`config.mk`:
```
export PLATFORM = sky130hd
export DESIGN_NAME = raster_scan_ctrl
export DESIGN_NICKNAME = d
export VERILOG_FILES = /design/src/rtl/raster_scan_ctrl.sv
export SDC_FILE = /design/constraint.sdc
export NUM_CORES = 1
export LEC_CHECK = 0
export ABC_AREA = 1
export ABC_CLOCK_PERIOD_IN_PS = 5570
export CORE_ASPECT_RATIO = 1.75
export CORE_UTILIZATION = 40
export DETAILED_ROUTE_END_ITERATION = 12
export GPL_TIMING_DRIVEN = 0
export HOLD_SLACK_MARGIN = 0.06
export PLACE_DENSITY = 0.72
export SYNTH_ARGS = -nofsm -noshare
export SYNTH_HDL_FRONTEND = slang
export SYNTH_SLANG_ARGS = --single-unit
```
`constraint.sdc`:
```
create_clock -name clk -period 5.57 [get_ports clk]
set_clock_uncertainty 0.05 [all_clocks]
set_input_delay 0.557 -clock clk [delete_from_list [all_inputs] [get_ports clk]]
set_output_delay 0.557 -clock clk [all_outputs]
set_load 0.02 [all_outputs]
```
`src/rtl/raster_scan_ctrl.sv`:
```
// raster_scan_ctrl: frame sequencer for the 3x3 low-pass filter pipeline.
// Accepts source pixel beats, tracks column/row over a WIDTH x HEIGHT frame,
// drives per-beat position flags and appends one flush row for draining.
// Optional feature: define RASTER_FLUSH_EN to include the trailing flush row;
// without it the last active beat goes straight to DONE.
//
// state  | meaning
// IDLE   | waiting for a start with legal dimensions
// ACTIVE | forwarding source beats, col/row track position in frame
// FLUSH  | issuing one synthetic bottom-padded row (row held at height)
// DONE   | one-cycle frame-complete pulse
module raster_scan_ctrl #(
  parameter int XB = 10,
  parameter int YB = 10
) (
  input  logic          clk,
  input  logic          rst,
  input  logic          i_start,
  input  logic [XB-1:0] i_width,
  input  logic [YB-1:0] i_height,
  input  logic          i_in_valid,
  output logic          o_in_ready,
  input  logic          i_out_ready,
  output logic          o_valid_data,
  output logic          o_col1,
  output logic          o_colN,
  output logic          o_row1,
  output logic          o_rowM,
  output logic          o_flush,
  output logic          o_busy,
  output logic          o_frame_done,
  output logic          o_err
);

  typedef enum logic [1:0] {
    IDLE   = 2'd0,
    ACTIVE = 2'd1,
    FLUSH  = 2'd2,
    DONE   = 2'd3
  } state_t;

  localparam logic [XB-1:0] COL_ONE = XB'(1);
  localparam logic [XB-1:0] DIM_MIN_W = XB'(2);
  localparam logic [YB-1:0] DIM_MIN_H = YB'(2);
  localparam logic [YB:0]   ROW_ONE = (YB+1)'(1);

  state_t        state_q, state_d;
  logic [XB-1:0] width_q, width_d;
  logic [YB-1:0] height_q, height_d;
  logic [XB-1:0] col_q, col_d;
  logic [YB:0]   row_q, row_d;
  logic          err_q, err_d;

  logic          beat;
  logic          in_flush;
  logic          col_last;
  logic          row_last;
  logic [YB:0]   row_last_val;

  // Row counter is one bit wider so it can hold `height` during the flush row.
  assign row_last_val = {1'b0, height_q} - ROW_ONE;
  assign col_last     = (col_q == (width_q - COL_ONE));
  assign row_last     = (row_q == row_last_val);

`ifdef RASTER_FLUSH_EN
  assign in_flush = (state_q == FLUSH);
`else
  assign in_flush = 1'b0;
`endif

  assign o_busy       = (state_q != IDLE);
  assign o_frame_done = (state_q == DONE);
  assign o_err        = err_q;

  // Next-state, counter update, handshake and position flags.
  always_comb begin
    state_d      = state_q;
    width_d      = width_q;
    height_d     = height_q;
    col_d        = col_q;
    row_d        = row_q;
    err_d        = 1'b0;
    o_in_ready   = 1'b0;
    o_valid_data = 1'b0;
    o_flush      = 1'b0;
    beat         = 1'b0;

    case (state_q)
      IDLE: begin
        if (i_start) begin
          if ((i_width >= DIM_MIN_W) && (i_height >= DIM_MIN_H)) begin
            width_d  = i_width;
            height_d = i_height;
            col_d    = '0;
            row_d    = '0;
            state_d  = ACTIVE;
          end else begin
            err_d = 1'b1;
          end
        end
      end
      ACTIVE: begin
        o_in_ready   = i_out_ready;
        beat         = i_in_valid & i_out_ready;
        o_valid_data = beat;
        if (beat) begin
          if (col_last) begin
            col_d = '0;
            row_d = row_q + ROW_ONE;
            if (row_last) begin
`ifdef RASTER_FLUSH_EN
              state_d = FLUSH;
`else
              state_d = DONE;
`endif
            end
          end else begin
            col_d = col_q + COL_ONE;
          end
        end
      end
      FLUSH: begin
`ifdef RASTER_FLUSH_EN
        beat         = i_out_ready;
        o_valid_data = beat;
        o_flush      = 1'b1;
        if (beat) begin
          if (col_last) begin
            col_d   = '0;
            state_d = DONE;
          end else begin
            col_d = col_q + COL_ONE;
          end
        end
`else
        state_d = IDLE;
`endif
      end
      DONE: begin
        state_d = IDLE;
      end
      default: begin
        state_d = IDLE;
      end
    endcase

    o_col1 = o_valid_data & (col_q == '0);
    o_colN = o_valid_data & col_last;
    o_row1 = o_valid_data & (row_q == '0) & ~in_flush;
    o_rowM = o_valid_data & (row_last | in_flush);
  end

  // State, configuration and counter registers with synchronous reset.
  always_ff @(posedge clk) begin
    if (rst) begin
      state_q  <= IDLE;
      width_q  <= '0;
      height_q <= '0;
      col_q    <= '0;
      row_q    <= '0;
      err_q    <= 1'b0;
    end else begin
      state_q  <= state_d;
      width_q  <= width_d;
      height_q <= height_d;
      col_q    <= col_d;
      row_q    <= row_d;
      err_q    <= err_d;
    end
  end

endmodule

```
---- Yosys cells after proc, flatten, opt, wreduce, memory -nomap -nowiden ----
Index checks and enable logic that the tools add are counted.
word-level totals
  register bits after elaboration ......... 44
  bits of input ports ..................... 25
  logic and storage cells ................. 60
cells by class
  magnitude comparators ................... 2
  mux-type cells .......................... 19
  equal/unequal tests ..................... 10
  reductions and logical operators ........ 12
  bitwise operators ....................... 7
  add/sub/neg operators ................... 4
operator list
  operator                                                             number
  two-way mux 11 bit                                                   4
  two-way mux 10 bit                                                   4
  one-hot mux 11 bit (2 select lines)                                  1
  greater-or-equal comparator 10 x 2 -> 1 bit (second input constant)  2
  one-hot mux 10 bit (2 select lines)                                  1
  adder 11 x 1 -> 11 bit (second input constant)                       1
  == test 11 bit                                                       1
  logical NOT 11 bit                                                   1
  subtractor 10 x 1 -> 11 bit (second input constant)                  1
  adder 10 x 1 -> 10 bit (second input constant)                       1
  == test 10 bit                                                       1
  logical NOT 10 bit                                                   1
  two-way mux 2 bit                                                    5
  != test 2 bit (second input constant)                                5
  AND reduction 5 bit                                                  2
  subtractor 10 x 1 -> 10 bit (second input constant)                  1
  one-hot mux 2 bit (3 select lines)                                   1
  bitwise AND 1 bit                                                    5
  == test 2 bit (second input constant)                                2
  AND reduction 4 bit                                                  1
  nonzero test 2 bit                                                   2
  two-way mux 1 bit                                                    3
  AND reduction 3 bit                                                  1
  OR reduction 3 bit                                                   1
  other kinds (5)                                                      6

---- Depth between registers and ports, before layout ----
  depth after elaboration ................. 6
  depth in mapped cells ................... 15
  mapped depth without buffers ............ 15

---- Least setup slack after synthesis ----
OpenSTA, ideal clock, no wires.
  path type ............................... register -> output
  start ................................... reg height_q[0]
  end ..................................... out o_rowM
  path slack .............................. 3368 ps
  arrival time ............................ 1595 ps
  stages on the path, launching flop included .. 9
  path through ............................ dfxtp_1 inv_1 ha_1 nand2_1 nor2_1 xnor3_1 a21oi_1 nand3_1 nor2_1
between the ends
  longest elaborated chain between the ends .. 3
ends and longest elaborated chain
  element                      RTL line  text
  from (decl)                  49        logic [YB-1:0] height_q, height_d;
  from (signal assigned)       165       height_q <= height_d;
  subtractor 10 x 1 -> 11 bit  61        assign row_last_val = {1'b0, height_q} - ROW_ONE;
  == test 11 bit               63        assign row_last = (row_q == row_last_val);
  bitwise AND 1 bit            150       o_rowM = o_valid_data & (row_last | in_flush);
  to (decl)                    28        output logic o_rowM,
Every way passes these cells.

---- Worst setup path in the final report ----
Ends and elaborated chain as after synthesis.

==> results.txt <==
The number of vias in the routed layout is 2998. The insertion delay of the later-clocked pin in the worst-skew pair is 300 ps. The final critical-path setup slack came out at 2350 ps. The hold buffer count at cts came out at 0. The TritonCTS buffer count is 5. Setup repair after global routing left no endpoint under its margin. The pin count of the biggest net entering global routing is 14. The register area is 881 um2.

Clock-pin slew was measured on the worst setup and hold paths at 70 ps. The path category of the worst min-delay check is register to register. The count of mapped cells out of synthesis is 459. Ranked by total cell area, the synthesized netlist is headed by dfxtp_1 (30%), nand2_1 (14%), nand3_1 (7.6%). In this run the deepest clock path goes through 2 buffers. When the netlist entered floorplanning its net count stood at 490. The number of top-level design ports came out at 35. The total iterations of the first detailed-routing run came out at 4.

The per-cell routed wire length is 13.0 um. The placed instances occupy a cell area of 0.00338 mm2. The number of global-route vias before repair came out at 2793.

The pre-CTS worst setup slack is 2690 ps. The endpoint required time on the critical path came out at 4960 ps. The arrival time at the worst endpoint came out at 2610 ps. The areal power density over the cells came out at 301 mW/mm2. The worst path in the final design needs a cycle of 3220 ps, including I/O delays and setup.

Leaving out filler cells and counting taps, the final layout contains 585. The run finished with clean final reports. The number of failing hold endpoints at the final stage came out at 0.

The tool flagged a number of max-cap violations equal to 0. The number of setup violations in the final report is 0. The fraction of post-synthesis cell area in the top cell type by area came out at 29.8%. The post-CTS setup repair buffer count came out at 0. The number of design rule violations left after detail routing is 0.

The first global-routing pass estimated 12400 um of wire. The power after layout came out at 1.06 mW. The tightest hold margin is 439 ps.

In this run the worst path has a maximum fanout of 7. The worst setup path is captured at an output port. The die boundary height is 116 um. The worst setup path is of the register to output port kind.

The initial antenna violation count came out at 0. The via count normalized by instance count is 5.12. The chip width came out at 67.0 um. Post-CTS repair changed the size of 0 cells.

The total overflow reported by the global router came out at 0. The number of enable-type register cells in the synthesized netlist came out at 0. The number of synthesized register bits is 44.

The fill cell instance count of the final layout is 747. The starting utilization of the core area came out at 41.1%. The total track usage came out at 21.4%. The total half-perimeter wirelength after legalization and detailed placement came out at 6010 um. Buffers placed on the I/O ports in this run total 32. The CTS sink count came out at 44.

The detail route stage leaves a number of antenna-violating nets equal to 0. The first-iteration detailed-routing DRC count is 121. The number of warnings reported in the yosys synthesis log is 0. The leakage power of the design is 1.47 nW. VDD sags by at most 155 uV. The utilization after layout is 49.2%. The final layout contains 529 nets. The ratio of cells with drive above 1 in the final layout came out at 8.22%. The area of the multi-input gates is 0.00178 mm2. The standard cell core area is 0.00718 mm2. The library cell used as clock root buffer is clkbuf_16.

The number of H-tree levels came out at 2. 0 antenna diodes ended up in the layout. The count of different cell masters after synthesis is 35. The final number of max-transition violations is 0. The most instantiated flip-flop cell in the synthesis netlist is dfxtp_1.

Sequential elements use 29.8% of the synthesized area. STA classifies the critical path startpoint as a register. Adding up every negative setup slack in the final design gives 0 ps.

The total standard cell area after synthesis came out at 0.00296 mm2. The period utilization is 57.8%. dfxtp_1 takes more of the synthesized area than any other cell. The finished cells cover 0.00353 mm2.

The post-synthesis async set-or-reset flop share is 0%. The post-placement cell count is 577. The number of placement rows is 41.

The area overhead of the layout relative to synthesis came out at 19.5%. The die covers 0.00775 mm2. The routability congestion estimate is 0.852. The mean post-synth cell area is 6.44 um2. TritonCTS built the clock tree. The highest clock rate is 0.310 GHz. Wires add up to 7580 um.
[power breakdown]
part	total, mW	internal, mW	switching [mW]
Sequential	0.371	0.342	0.0292
Clock	0.309	0.177	0.132
Combinational	0.384	0.146	0.238
[sequential cells by signal, indices dropped and copies added (netlist names)]
name,count
width_q,10
o_err,1
row_q,11
col_q,10
height_q,10
state_q,2
[synthesized netlist by cell type (6+ instances only)]
master and n:
nand2_1 110, inv_1 51, xor2_1 15, a21oi_1 37, xnor2_1 8, nand2_2 7
o21ai_0 18, nand4_1 8, nor2_1 58, nor3_1 11, dfxtp_1 44, ha_1 6
nand3_1 45
[critical path, stage by stage, from the launching register on]
cell,delay (ps)
dfxtp_1,310
inv_1,140
ha_1,330
nand2_1,160
nor2_1,150
nor2_1,50
nor2_1,170
nand4_1,100
nor2_1,100
nand3_1,90
nor2_1,110
clkdlybuf4s50_1,610
[cell families (layout without fill, tap and decap cells)]
logic type	count (synthesis)	after routing	share of synthesized area, %
buffers and inverters	68	108	10.1
DFF	44	44	29.8
xor gates and xnor gates	24	24	7.58
and+or+nand+nor	258	258	39.5
other	1	1	0.127
adders and majority gates	6	6	2.54
AOI/OAI and AO/OA	58	58	10.3
[routing by layer]
| layer | track usage (%) | wire, um | up-vias |
|---|---|---|---|
| met4 | 10.5 | 233 | 0 |
| met2 | 42.5 | 4380 | 47 |
| met3 | 3.54 | 169 | 18 |
| li1 | - | - | 1546 |
| met1 | 19.9 | 2800 | 1387 |
| met5 | 0 | 0 | - |
[cell usage in the layout (no fill, tap or decap), types with 3 or more instances in the layout]
master           Yosys  final
clkdlybuf4s50_1      0     32
ha_1                 6      6
xor2_1              15     15
clkbuf_1             5      5
a21oi_1             37     37
nand3_1             45     45
clkbuf_16            0      5
nor4_1               3      3
o21ai_0             18     18
xnor2_1              8      8
nand2_1            110    110
buf_4                3      3
nor2_4               5      5
nor3_1              11     11
dfxtp_1             44     44
nand4_1              8      8
inv_1               51     51
nand2_2              7      7
nor2_1              58     58
[final cells by class]
cell class	count	share of cell area, %
plain buffers	16	2.90
clock buffers	6	3.93
clock inverters	2	0.283
inverters	52	5.53
multi-input cells	347	50.3
flip-flops and latches	44	24.9
well taps	86	3.05
repair buffers	32	9.07
[path summary, 6_finish.rpt]
kind / from / to / slack (ps) / cells past startpoint
setup / recovery: height_q[0]$_SDFFE_PP0P_ / o_rowM / 2350 / 11
hold / removal: height_q[1]$_SDFFE_PP0P_ / height_q[1]$_SDFFE_PP0P_ / 440 / 2
setup reg to reg: height_q[0]$_SDFFE_PP0P_ / state_q[0]$_SDFFE_PP0P_ / 3520 / 13
hold reg to reg: height_q[1]$_SDFFE_PP0P_ / height_q[1]$_SDFFE_PP0P_ / 440 / 2
No activity file was read; power rests on OpenSTA's default activity.
